File: src/rtl/cozucu_hatti_if.sv
// Decode-stage bus bundle: fetch-side handshake, write-back port, flush and
// the registered execute-side slot. Clock and reset are kept outside.
// slave  = the decode stage's view, master = the surrounding pipeline's view.
interface cozucu_hatti_if #(
    parameter int XLEN       = 32,
    parameter int REG_SAYISI = 32
);
    localparam int AW = $clog2(REG_SAYISI);

    logic [31:0]      buyruk_i;
    logic [2:0]       sabit_secimi_i;
    logic             rd_yaz_i;
    logic             buyruk_gecerli_i;
    logic             buyruk_hazir_o;
    logic             geri_yaz_gecerli_i;
    logic [AW-1:0]    geri_yaz_adres_i;
    logic [XLEN-1:0]  geri_yaz_veri_i;
    logic             temizle_i;
    logic             cikis_gecerli_o;
    logic             cikis_hazir_i;
    logic [XLEN-1:0]  reg_a_o;
    logic [XLEN-1:0]  reg_b_o;
    logic [XLEN-1:0]  sabit_o;
    logic [AW-1:0]    rd_adres_o;
    logic             rd_yaz_o;

    modport slave (
        input  buyruk_i, sabit_secimi_i, rd_yaz_i, buyruk_gecerli_i,
        input  geri_yaz_gecerli_i, geri_yaz_adres_i, geri_yaz_veri_i,
        input  temizle_i, cikis_hazir_i,
        output buyruk_hazir_o, cikis_gecerli_o, reg_a_o, reg_b_o,
        output sabit_o, rd_adres_o, rd_yaz_o
    );

    modport master (
        output buyruk_i, sabit_secimi_i, rd_yaz_i, buyruk_gecerli_i,
        output geri_yaz_gecerli_i, geri_yaz_adres_i, geri_yaz_veri_i,
        output temizle_i, cikis_hazir_i,
        input  buyruk_hazir_o, cikis_gecerli_o, reg_a_o, reg_b_o,
        input  sabit_o, rd_adres_o, rd_yaz_o
    );
endinterface

File: src/rtl/cozucu_hatti.sv
// cozucu_hatti: RV32I decode stage. Register file, immediate generator,
// RAW/WAW busy-bit scoreboard and a one-entry registered output slot.
// Optional feature: define COZUCU_YONLENDIRME_EN to bypass a same-cycle
// write-back straight into the operands (removes the one-cycle RAW stall).
module cozucu_hatti #(
    parameter int XLEN       = 32,
    parameter int REG_SAYISI = 32
) (
    input  logic           clk_i,
    input  logic           rst_ni,
    cozucu_hatti_if.slave  bus
);
    localparam int AW = $clog2(REG_SAYISI);

    logic [31:0]           buyruk;
    logic [AW-1:0]         rs1_adres, rs2_adres, rd_adres;
    logic [XLEN-1:0]       regs_q [REG_SAYISI];
    logic [REG_SAYISI-1:0] busy_q, busy_d;
    logic [XLEN-1:0]       rf_a, rf_b, op_a, op_b, sabit;
    logic                  raw_a, raw_b, waw, wb_rd, hazard, hazir, kabul;
    logic                  temizle_sil;
    logic                  unused_buyruk_alanlari;
`ifdef COZUCU_YONLENDIRME_EN
    logic                  wb_a, wb_b;
`endif

    logic                  cikis_gecerli_q, cikis_gecerli_d;
    logic [XLEN-1:0]       reg_a_q, reg_a_d, reg_b_q, reg_b_d, sabit_q, sabit_d;
    logic [AW-1:0]         rd_adres_q, rd_adres_d;
    logic                  rd_yaz_q, rd_yaz_d;

    assign buyruk    = bus.buyruk_i;
    assign rs1_adres = buyruk[15 +: AW];
    assign rs2_adres = buyruk[20 +: AW];
    assign rd_adres  = buyruk[7 +: AW];
    // opcode and funct3 are the execute stage's business
    assign unused_buyruk_alanlari = ^{buyruk[6:0], buyruk[14:12]};

    // x0 reads as zero regardless of what the array holds
    assign rf_a = (rs1_adres == '0) ? '0 : regs_q[rs1_adres];
    assign rf_b = (rs2_adres == '0) ? '0 : regs_q[rs2_adres];

    // Hazard detection and operand selection (bypass only when enabled)
    always_comb begin
        wb_rd = bus.geri_yaz_gecerli_i && (bus.geri_yaz_adres_i == rd_adres);
        waw   = bus.rd_yaz_i && (rd_adres != '0) && busy_q[rd_adres] && !wb_rd;
`ifdef COZUCU_YONLENDIRME_EN
        wb_a  = bus.geri_yaz_gecerli_i && (bus.geri_yaz_adres_i == rs1_adres);
        wb_b  = bus.geri_yaz_gecerli_i && (bus.geri_yaz_adres_i == rs2_adres);
        raw_a = (rs1_adres != '0) && busy_q[rs1_adres] && !wb_a;
        raw_b = (rs2_adres != '0) && busy_q[rs2_adres] && !wb_b;
        op_a  = (wb_a && rs1_adres != '0) ? bus.geri_yaz_veri_i : rf_a;
        op_b  = (wb_b && rs2_adres != '0) ? bus.geri_yaz_veri_i : rf_b;
`else
        raw_a = (rs1_adres != '0) && busy_q[rs1_adres];
        raw_b = (rs2_adres != '0) && busy_q[rs2_adres];
        op_a  = rf_a;
        op_b  = rf_b;
`endif
        hazard = raw_a || raw_b || waw;
    end

    assign hazir       = (!cikis_gecerli_q || bus.cikis_hazir_i) && !hazard && !bus.temizle_i;
    assign kabul       = bus.buyruk_gecerli_i && hazir;
    assign temizle_sil = bus.temizle_i && cikis_gecerli_q && rd_yaz_q;

    // Immediate generator: assemble the field, then sign-extend to XLEN
    always_comb begin
        sabit = '0;
        case (bus.sabit_secimi_i)
            3'b000:  sabit = XLEN'($signed(buyruk[31:20]));
            3'b001:  sabit = XLEN'($signed({buyruk[31:25], buyruk[11:7]}));
            3'b010:  sabit = XLEN'($signed({buyruk[31], buyruk[7], buyruk[30:25],
                                             buyruk[11:8], 1'b0}));
            3'b011:  sabit = XLEN'($signed({buyruk[31:12], 12'b0}));
            3'b100:  sabit = XLEN'($signed({buyruk[31], buyruk[19:12], buyruk[20],
                                             buyruk[30:21], 1'b0}));
            default: sabit = '0;
        endcase
    end

    // Scoreboard next state: set on accepted rd write beats any same-cycle clear
    genvar gi;
    assign busy_d[0] = 1'b0;
    generate
        for (gi = 1; gi < REG_SAYISI; gi++) begin : g_busy
            logic kur, sil;
            assign kur = kabul && bus.rd_yaz_i && (rd_adres == AW'(gi));
            assign sil = (bus.geri_yaz_gecerli_i && bus.geri_yaz_adres_i == AW'(gi))
                      || (temizle_sil && rd_adres_q == AW'(gi));
            assign busy_d[gi] = kur || (busy_q[gi] && !sil);
        end
    endgenerate

    // Output slot next state: load on accept, empty on flush or downstream take
    always_comb begin
        cikis_gecerli_d = cikis_gecerli_q;
        reg_a_d         = reg_a_q;
        reg_b_d         = reg_b_q;
        sabit_d         = sabit_q;
        rd_adres_d      = rd_adres_q;
        rd_yaz_d        = rd_yaz_q;
        if (kabul) begin
            cikis_gecerli_d = 1'b1;
            reg_a_d         = op_a;
            reg_b_d         = op_b;
            sabit_d         = sabit;
            rd_adres_d      = rd_adres;
            rd_yaz_d        = bus.rd_yaz_i;
        end else if (bus.temizle_i || (cikis_gecerli_q && bus.cikis_hazir_i)) begin
            cikis_gecerli_d = 1'b0;
        end
    end

    // Register file write port; x0 is never written
    always_ff @(posedge clk_i or negedge rst_ni) begin
        if (!rst_ni) begin
            for (int i = 0; i < REG_SAYISI; i++) regs_q[i] <= '0;
        end else if (bus.geri_yaz_gecerli_i && bus.geri_yaz_adres_i != '0) begin
            regs_q[bus.geri_yaz_adres_i] <= bus.geri_yaz_veri_i;
        end
    end

    // Scoreboard and output slot state
    always_ff @(posedge clk_i or negedge rst_ni) begin
        if (!rst_ni) begin
            busy_q          <= '0;
            cikis_gecerli_q <= 1'b0;
            reg_a_q         <= '0;
            reg_b_q         <= '0;
            sabit_q         <= '0;
            rd_adres_q      <= '0;
            rd_yaz_q        <= 1'b0;
        end else begin
            busy_q          <= busy_d;
            cikis_gecerli_q <= cikis_gecerli_d;
            reg_a_q         <= reg_a_d;
            reg_b_q         <= reg_b_d;
            sabit_q         <= sabit_d;
            rd_adres_q      <= rd_adres_d;
            rd_yaz_q        <= rd_yaz_d;
        end
    end

    assign bus.buyruk_hazir_o  = hazir;
    assign bus.cikis_gecerli_o = cikis_gecerli_q;
    assign bus.reg_a_o         = reg_a_q;
    assign bus.reg_b_o         = reg_b_q;
    assign bus.sabit_o         = sabit_q;
    assign bus.rd_adres_o      = rd_adres_q;
    assign bus.rd_yaz_o        = rd_yaz_q;
endmodule
File: src/flat_wrapper.sv
// flat-port wrapper written by rule: the top's interface ports become plain ports
module cozucu_hatti_flat 
#(
    parameter int XLEN       = 32,
    parameter int REG_SAYISI = 32
)
  (clk_i, rst_ni, bus_buyruk_i, bus_sabit_secimi_i, bus_rd_yaz_i, bus_buyruk_gecerli_i, bus_geri_yaz_gecerli_i, bus_geri_yaz_adres_i, bus_geri_yaz_veri_i, bus_temizle_i, bus_cikis_hazir_i, bus_buyruk_hazir_o, bus_cikis_gecerli_o, bus_reg_a_o, bus_reg_b_o, bus_sabit_o, bus_rd_adres_o, bus_rd_yaz_o);
  cozucu_hatti_if #(.XLEN(XLEN), .REG_SAYISI(REG_SAYISI)) bus_i ();
  input  logic clk_i;
  input  logic rst_ni;
  input wire logic [$bits(bus_i.buyruk_i)-1:0] bus_buyruk_i;
  input wire logic [$bits(bus_i.sabit_secimi_i)-1:0] bus_sabit_secimi_i;
  input wire logic [$bits(bus_i.rd_yaz_i)-1:0] bus_rd_yaz_i;
  input wire logic [$bits(bus_i.buyruk_gecerli_i)-1:0] bus_buyruk_gecerli_i;
  input wire logic [$bits(bus_i.geri_yaz_gecerli_i)-1:0] bus_geri_yaz_gecerli_i;
  input wire logic [$bits(bus_i.geri_yaz_adres_i)-1:0] bus_geri_yaz_adres_i;
  input wire logic [$bits(bus_i.geri_yaz_veri_i)-1:0] bus_geri_yaz_veri_i;
  input wire logic [$bits(bus_i.temizle_i)-1:0] bus_temizle_i;
  input wire logic [$bits(bus_i.cikis_hazir_i)-1:0] bus_cikis_hazir_i;
  output wire logic [$bits(bus_i.buyruk_hazir_o)-1:0] bus_buyruk_hazir_o;
  output wire logic [$bits(bus_i.cikis_gecerli_o)-1:0] bus_cikis_gecerli_o;
  output wire logic [$bits(bus_i.reg_a_o)-1:0] bus_reg_a_o;
  output wire logic [$bits(bus_i.reg_b_o)-1:0] bus_reg_b_o;
  output wire logic [$bits(bus_i.sabit_o)-1:0] bus_sabit_o;
  output wire logic [$bits(bus_i.rd_adres_o)-1:0] bus_rd_adres_o;
  output wire logic [$bits(bus_i.rd_yaz_o)-1:0] bus_rd_yaz_o;
  assign bus_i.buyruk_i = bus_buyruk_i;
  assign bus_i.sabit_secimi_i = bus_sabit_secimi_i;
  assign bus_i.rd_yaz_i = bus_rd_yaz_i;
  assign bus_i.buyruk_gecerli_i = bus_buyruk_gecerli_i;
  assign bus_i.geri_yaz_gecerli_i = bus_geri_yaz_gecerli_i;
  assign bus_i.geri_yaz_adres_i = bus_geri_yaz_adres_i;
  assign bus_i.geri_yaz_veri_i = bus_geri_yaz_veri_i;
  assign bus_i.temizle_i = bus_temizle_i;
  assign bus_i.cikis_hazir_i = bus_cikis_hazir_i;
  assign bus_buyruk_hazir_o = bus_i.buyruk_hazir_o;
  assign bus_cikis_gecerli_o = bus_i.cikis_gecerli_o;
  assign bus_reg_a_o = bus_i.reg_a_o;
  assign bus_reg_b_o = bus_i.reg_b_o;
  assign bus_sabit_o = bus_i.sabit_o;
  assign bus_rd_adres_o = bus_i.rd_adres_o;
  assign bus_rd_yaz_o = bus_i.rd_yaz_o;
  cozucu_hatti #(.XLEN(XLEN), .REG_SAYISI(REG_SAYISI)) u_core (.clk_i(clk_i), .rst_ni(rst_ni), .bus(bus_i));
endmodule
File: config.mk
export PLATFORM = sky130hd
export DESIGN_NAME = cozucu_hatti_flat
export DESIGN_NICKNAME = d
export VERILOG_FILES = /design/src/rtl/cozucu_hatti_if.sv /design/src/rtl/cozucu_hatti.sv /design/src/flat_wrapper.sv
export SDC_FILE = /design/constraint.sdc
export NUM_CORES = 2
export LEC_CHECK = 0
export ABC_AREA = 1
export CAP_MARGIN = 30
export CORE_ASPECT_RATIO = 1.5
export CORE_MARGIN = 2
export CORE_UTILIZATION = 45
export CTS_BUF_LIST = sky130_fd_sc_hd__clkbuf_4 sky130_fd_sc_hd__clkbuf_8
export CTS_CLUSTER_SIZE = 25
export DETAILED_ROUTE_END_ITERATION = 8
export MAX_ROUTING_LAYER = met4
export SLEW_MARGIN = 20
export SYNTH_ARGS = -nofsm -noshare
export SYNTH_HDL_FRONTEND = slang
export SYNTH_SLANG_ARGS = --single-unit
File: constraint.sdc
create_clock -name clk_i -period 3.15 [get_ports clk_i]
set_clock_uncertainty 0.15 [all_clocks]
set_input_delay 0.7875 -clock clk_i [delete_from_list [all_inputs] [get_ports clk_i]]
set_output_delay 0.7875 -clock clk_i [all_outputs]
set_load 0.05 [all_outputs]
======== Yosys cells after proc, flatten, opt, wreduce, memory -nomap -nowiden ========
Cells that the tools add are included.
word-level totals
  register bits ........................... 1158
  output and inout port bits .............. 104
  word-level logic and storage cells ...... 415
cells by class
  reductions and logical operators ........ 248
  equality and inequality tests ........... 98
  bitwise gates (word level) .............. 3
  mux-type cells .......................... 20
  order comparisons ....................... 7
operators by type and width
  kind                                                                           number
  1024-bit bitwise mux                                                           1
  32-bit binary-select mux with 5-bit select                                     2
  5-bit equality test (second input constant)                                    48
  32-bit 2-to-1 mux                                                              7
  32-bit demux with 5-bit select                                                 1
  32-bit case mux with 5 select lines                                            1
  1-bit logical AND                                                              139
  5-bit by 4-bit equality test with 1-bit output (second input constant)         24
  1-bit logical OR                                                               66
  5-bit by 3-bit equality test with 1-bit output (second input constant)         12
  1-bit zero test                                                                35
  5-bit by 2-bit equality test with 1-bit output (second input constant)         6
  5-bit nonzero test                                                             4
  6-bit greater-or-equal comparator (second input constant)                      3
  5-bit by 6-bit less-than comparator with 1-bit output (second input constant)  3
  5-bit inverter with 6-bit output                                               3
  1-bit binary-select mux with 5-bit select                                      3
  5-bit by 1-bit equality test with 1-bit output (second input constant)         3
  5-bit zero test                                                                2
  3-bit by 2-bit equality test with 1-bit output (second input constant)         2
  6-bit by 1-bit less-than comparator with 1-bit output (second input constant)  1
  5-bit equality test                                                            1
  1-bit 2-to-1 mux                                                               5
  3-bit by 1-bit equality test with 1-bit output (second input constant)         1
  3 further kinds                                                                3

======== Depth between registers and ports, before layout ========
  word-level depth ........................ 12
  gate-level depth with buffers ........... 18
  depth with buffers taken out ............ 15

======== Least setup slack after synthesis ========
No wires, ideal clock.
  kind .................................... input-to-output
  from .................................... in bus_buyruk_i[20]
  to ...................................... out bus_buyruk_hazir_o
  stages .................................. 11
  slack ................................... 0.015 ns
  arrival time ............................ 2.198 ns
  cells stage by stage .................... buf_2 -> buf_4 -> o211ai_1 -> a21oi_1 -> nor2_1 -> nand2_1 -> nand2_1 -> nand2_1 -> nor2_4 -> buf_4 -> buf_2
on the way
  word-level cells in the longest chain between the ends .. 8
  elaborated cells between the ends (all ways) .. 9
  classes of those cells .................. 2 x mux; 7 x reduce/logical
ends and longest elaborated chain
  element                                    line                text
  from (decl)                                flat_wrapper.sv:11  input wire logic [$bits(bus_i.buyruk_i)-1:0] bus_buyruk_i;
  1-bit binary-select mux with 5-bit select  cozucu_hatti.sv:56  raw_b = (rs2_adres != '0) && busy_q[rs2_adres];
  1-bit 2-to-1 mux (implied by the code)     cozucu_hatti.sv:56
  1-bit logical AND (*)                      cozucu_hatti.sv:56
  1-bit logical OR (*) (2 in series)         cozucu_hatti.sv:60  hazard = raw_a || raw_b || waw;
  1-bit zero test (*)                        cozucu_hatti.sv:63  assign hazir = (!cikis_gecerli_q || bus.cikis_hazir_i) && !hazard && !bus.temizle_i;
  1-bit logical AND (*) (2 in series)        cozucu_hatti.sv:63
  to (decl)                                  flat_wrapper.sv:20  output wire logic [$bits(bus_i.buyruk_hazir_o)-1:0] bus_buyruk_hazir_o;
Every way passes the cells marked *; elsewhere a longest branch is shown, timed or not. The select of a mux whose other input is x is not followed.

======== Final worst setup path ========
  from .................................... in bus_buyruk_i[8]
  to ...................................... out bus_buyruk_hazir_o
on the way
  word-level cells in the longest chain between the ends .. 8
  elaborated cells between the ends (all ways) .. 13
  classes of those cells .................. 1 x eq/ne; 2 x mux; 10 x reduce/logical
ends and longest elaborated chain
  element                                                                  line                text
  1-bit binary-select mux with 5-bit select, or another cell as far along  cozucu_hatti.sv:46  waw = bus.rd_yaz_i && (rd_adres != '0) && busy_q[rd_adres] && !wb_rd;
  1-bit 2-to-1 mux (implied by the code), or another cell as far along     cozucu_hatti.sv:46
  1-bit logical AND / 1-bit zero test (equally long branches)              cozucu_hatti.sv:46
  1-bit logical AND (*)                                                    cozucu_hatti.sv:46
  1-bit logical OR (*)                                                     cozucu_hatti.sv:60
  1-bit zero test (*)                                                      cozucu_hatti.sv:63
  1-bit logical AND (*) (2 in series)                                      cozucu_hatti.sv:63
Marked as above.

==> flow_summary.toml <==
[global_route]
grt_pass1_vias = 60484
grtUsageTotal_pct = 40.5
grt_pass1_wl_mm = 406
antenna_found_initial = 18
grt_max_degree = 98
grt.overflow.total = 0

[critical_path]
startpoint_type = "primary input"
path_max_fanout = 7
worstReg2RegEnd = "u_core.busy_q[8]$_DFF_PN0_"
setup.worst_path.start = "bus_buyruk_i[8]"
r2r_cells = 14
cp.required_ps = 2210
r2r_slack_ps = 510
worstPathArrival_ps = 2500
r2r_start = "u_core.busy_q[30]$_DFF_PN0_"
worstSetupEndpointType = "output port"
critPathKind = "primary input to output port"
crit_path_end = "bus_buyruk_hazir_o"

[detailed_routing]
wl_per_cell_microns = 27.1
vias_per_cell = 6.26
vias = 63918
drtIter0Drc = 8714
wl_mm = 276
ant_nets = 0
drt-pass1-iter-count = 8
drc_errors = 0

[flow_run]
drv_cap = 0

[power]
p_leak_nw = 33.0
p_per_area_nw_per_um2 = 611
peakVddDrop_uv = 462

[place]
postPlaceCellArea_sq_um = 68400
dp_hpwl_mm = 175
dp_slack_ps = -407
portBuffers = 175
gp_congestion = 0.952

[yosys]
synthCells = 8192
ys.flop_type = "dfrtp_1"
ys_seq_area_share_pct = 47.6
async_flop_share_pct = 100
ys_warn_count = 0
synth_area_sq_um = 60900
ys_ff_latch = 1158
synth_edf_count = 0
synthDistinctLibCells = 35
synth_nets = 8271
avgSynthCellArea_sq_um = 7.44

[worst_hold_path]
hold_path.class = "primary input to flip-flop"

[final_layout]
nFillCells = 12918
drive_above_1_share_pct = 11.3
fin_area_sq_um = 72300
area_delta_synth_final_pct = 18.6
finalNetCount = 8388

[run_status]
violations = "setup timing"
status = "finished, violations left"

[sta]
drv_slew = 0
fin_setup_tns_ps = -288
rsz0062_at_grt = "yes"
maxSlewHeadroom_pct = 36.3
fin_crit_ps = 3440
clock.fmax_ghz = 0.291
finalHoldViolCount = 0
layout_setup_ws_ps = -288
tightest_slew_ps = 946
setup-violations-final = 1
period_share_pct = 109

[clock_tree]
tritoncts = "done"
clk_pin_slew_worst_paths_ps = 60
cts_max_path_buffers = 3
cts_buffers = 180
clkSinkCount = 1158
htreeDepth = 4
clk_latency_ps = 960
ctsRootBufferMaster = "clkbuf_8"

[die]
fp-row-count = 165
ios = 183
die_area_sq_um = 138000
start_util_pct = 45.3
die_x_microns = 304
core_sq_um = 135000
die_h_microns = 455
-- metal layers --
| layer | vias to the layer above | track usage [%] | routed length [microns] |
|---|---|---|---|
| met5 | - | - | 0 |
| met1 | 30721 | 49.4 | 104000 |
| li1 | 27890 | - | - |
| met2 | 4289 | 61.5 | 124000 |
| met3 | 1018 | 8.86 | 30400 |
| met4 | 0 | 24.5 | 18000 |
-- where the power goes --
group | internal [mW] | switching, mW | total (mW)
sequential | 17.7 | 2.21 | 19.9
clock | 7.18 | 6.48 | 13.7
combinational | 3.72 | 6.79 | 10.5
-- repair_timing --
item,4_1_cts,5_1_grt
setup buffers,4,0
gates resized for setup,44,3
pin swaps,5,0
setup endpoints to repair,25,1
hold buffers,1,0
hold endpoints to repair,15,0
-- layout make-up --
class                      count  area (sq um)  share of cell area (%)
sequential                  1158         29000                    40.1
multi-input combinational   5959         28000                    38.8
timing repair buffer         735          8180                    11.3
clock buffer                 270          3430                    4.75
tap                         1753          2190                    3.04
inverter                     275          1070                    1.49
clock inverter                39           308                   0.426
antenna                       16          40.0                  0.0554
-- stage by stage --
| stage | hold WS [ps] | util [%] | total power, mW | instances |
|---|---|---|---|---|
| 2_1_floorplan | 296 | - | 25.9 | 8192 |
| 3_5_place_dp | 236 | 50.8 | 30.5 | 9875 |
| 4_1_cts | 122 | 53.6 | 44.0 | 10189 |
| 3_3_place_gp | 235 | 50.8 | 30.2 | 9875 |
| 6_report | 177 | 53.7 | 44.1 | 10205 |
| 5_1_grt | 174 | 53.7 | 46.1 | 10201 |
-- cells in the mapped netlist, types with 13 or more instances --
| master | number | area (sq um) |
|---|---|---|
| o21ai_0 | 1884 | 9430 |
| nand2_1 | 1828 | 6860 |
| dfrtp_1 | 1158 | 29000 |
| nor2_1 | 909 | 3410 |
| clkbuf_1 | 617 | 2320 |
| nand3_1 | 376 | 1880 |
| a21oi_1 | 372 | 1860 |
| inv_1 | 264 | 991 |
| o211ai_1 | 175 | 1310 |
| a22oi_1 | 123 | 923 |
| buf_2 | 116 | 581 |
| o22ai_1 | 108 | 676 |
| buf_1 | 56 | 210 |
| o221ai_1 | 50 | 438 |
| nand4_1 | 41 | 257 |
| a221oi_1 | 28 | 245 |
| a31oi_1 | 18 | 113 |
| nor3_1 | 13 | 65.1 |
-- flip-flops by register name, indices dropped and copies added, names as in the netlist --
name                        count
u_core.bus.reg_a_o             32
u_core.bus.reg_b_o             32
u_core.bus.sabit_o             32
u_core.regs_q                1024
u_core.bus.rd_yaz_o             1
u_core.bus.rd_adres_o           5
u_core.bus.cikis_gecerli_o      1
u_core.busy_q                  31
-- worst min-delay path by stage --
stage / endpoint / cells after the start / from
after global routing: u_core.bus.reg_b_o[23]$_DFFE_PN0P_ / 3 / bus_buyruk_gecerli_i
after CTS: u_core.bus.reg_a_o[25]$_DFFE_PN0P_ / 3 / bus_buyruk_gecerli_i
final: u_core.bus.reg_a_o[25]$_DFFE_PN0P_ / 3 / bus_buyruk_gecerli_i
after global placement: u_core.regs_q[1006]$_DFFE_PN0P_ / 0 / u_core.regs_q[1006]$_DFFE_PN0P_
after detailed placement: u_core.regs_q[1005]$_DFFE_PN0P_ / 0 / u_core.regs_q[1005]$_DFFE_PN0P_
after floorplan: u_core.regs_q[1000]$_DFFE_PN0P_ / 1 / u_core.regs_q[1000]$_DFFE_PN0P_
-- placed cells by master (no fill, tap or decap), types with 8 or more instances in the layout --
| cell | n |
|---|---|
| o22ai_1 | 108 |
| nand3_1 | 374 |
| nand2_2 | 9 |
| o211ai_1 | 175 |
| clkdlybuf4s50_1 | 137 |
| clkbuf_8 | 226 |
| o21ai_0 | 1884 |
| nand2_1 | 1792 |
| a221oi_1 | 28 |
| a22oi_1 | 123 |
| buf_4 | 381 |
| dfrtp_1 | 1151 |
| inv_1 | 257 |
| diode_2 | 16 |
| o21ai_1 | 8 |
| nor3_1 | 10 |
| o21a_1 | 11 |
| nor2_4 | 10 |
| nor2_1 | 902 |
| dlygate4sd2_1 | 25 |
| nand4_1 | 41 |
| o221ai_1 | 50 |
| nand2_4 | 28 |
| buf_12 | 180 |
| a21oi_1 | 372 |
| clkinv_2 | 26 |
| a31oi_1 | 18 |
| clkbuf_4 | 45 |
-- cell families (layout without fill, tap and decap cells) --
kind of cell              count (synthesis)  in the layout  synth area share, %
and+or+nand+nor                        3175           3175                 20.6
AOI/OAI and AO/OA                      2783           2783                 24.9
xor gates and xnor gates                  1              1               0.0144
DFF                                    1158           1158                 47.6
other                                     0             16                    0
buffers and inverters                  1075           1319                 6.95
-- worst max-delay path, cell delays in order --
cell and delay (ps):
clkdlybuf4s50_1 400, buf_4 170, buf_4 140, nand2_1 80, nor2_1 50, nor2_1 130
nand2_1 90, a21oi_1 130, nand2_1 90, nand3_2 70, nand2_2 60, nor2_4 150
buf_12 150
(Power assumes the default switching activity.)
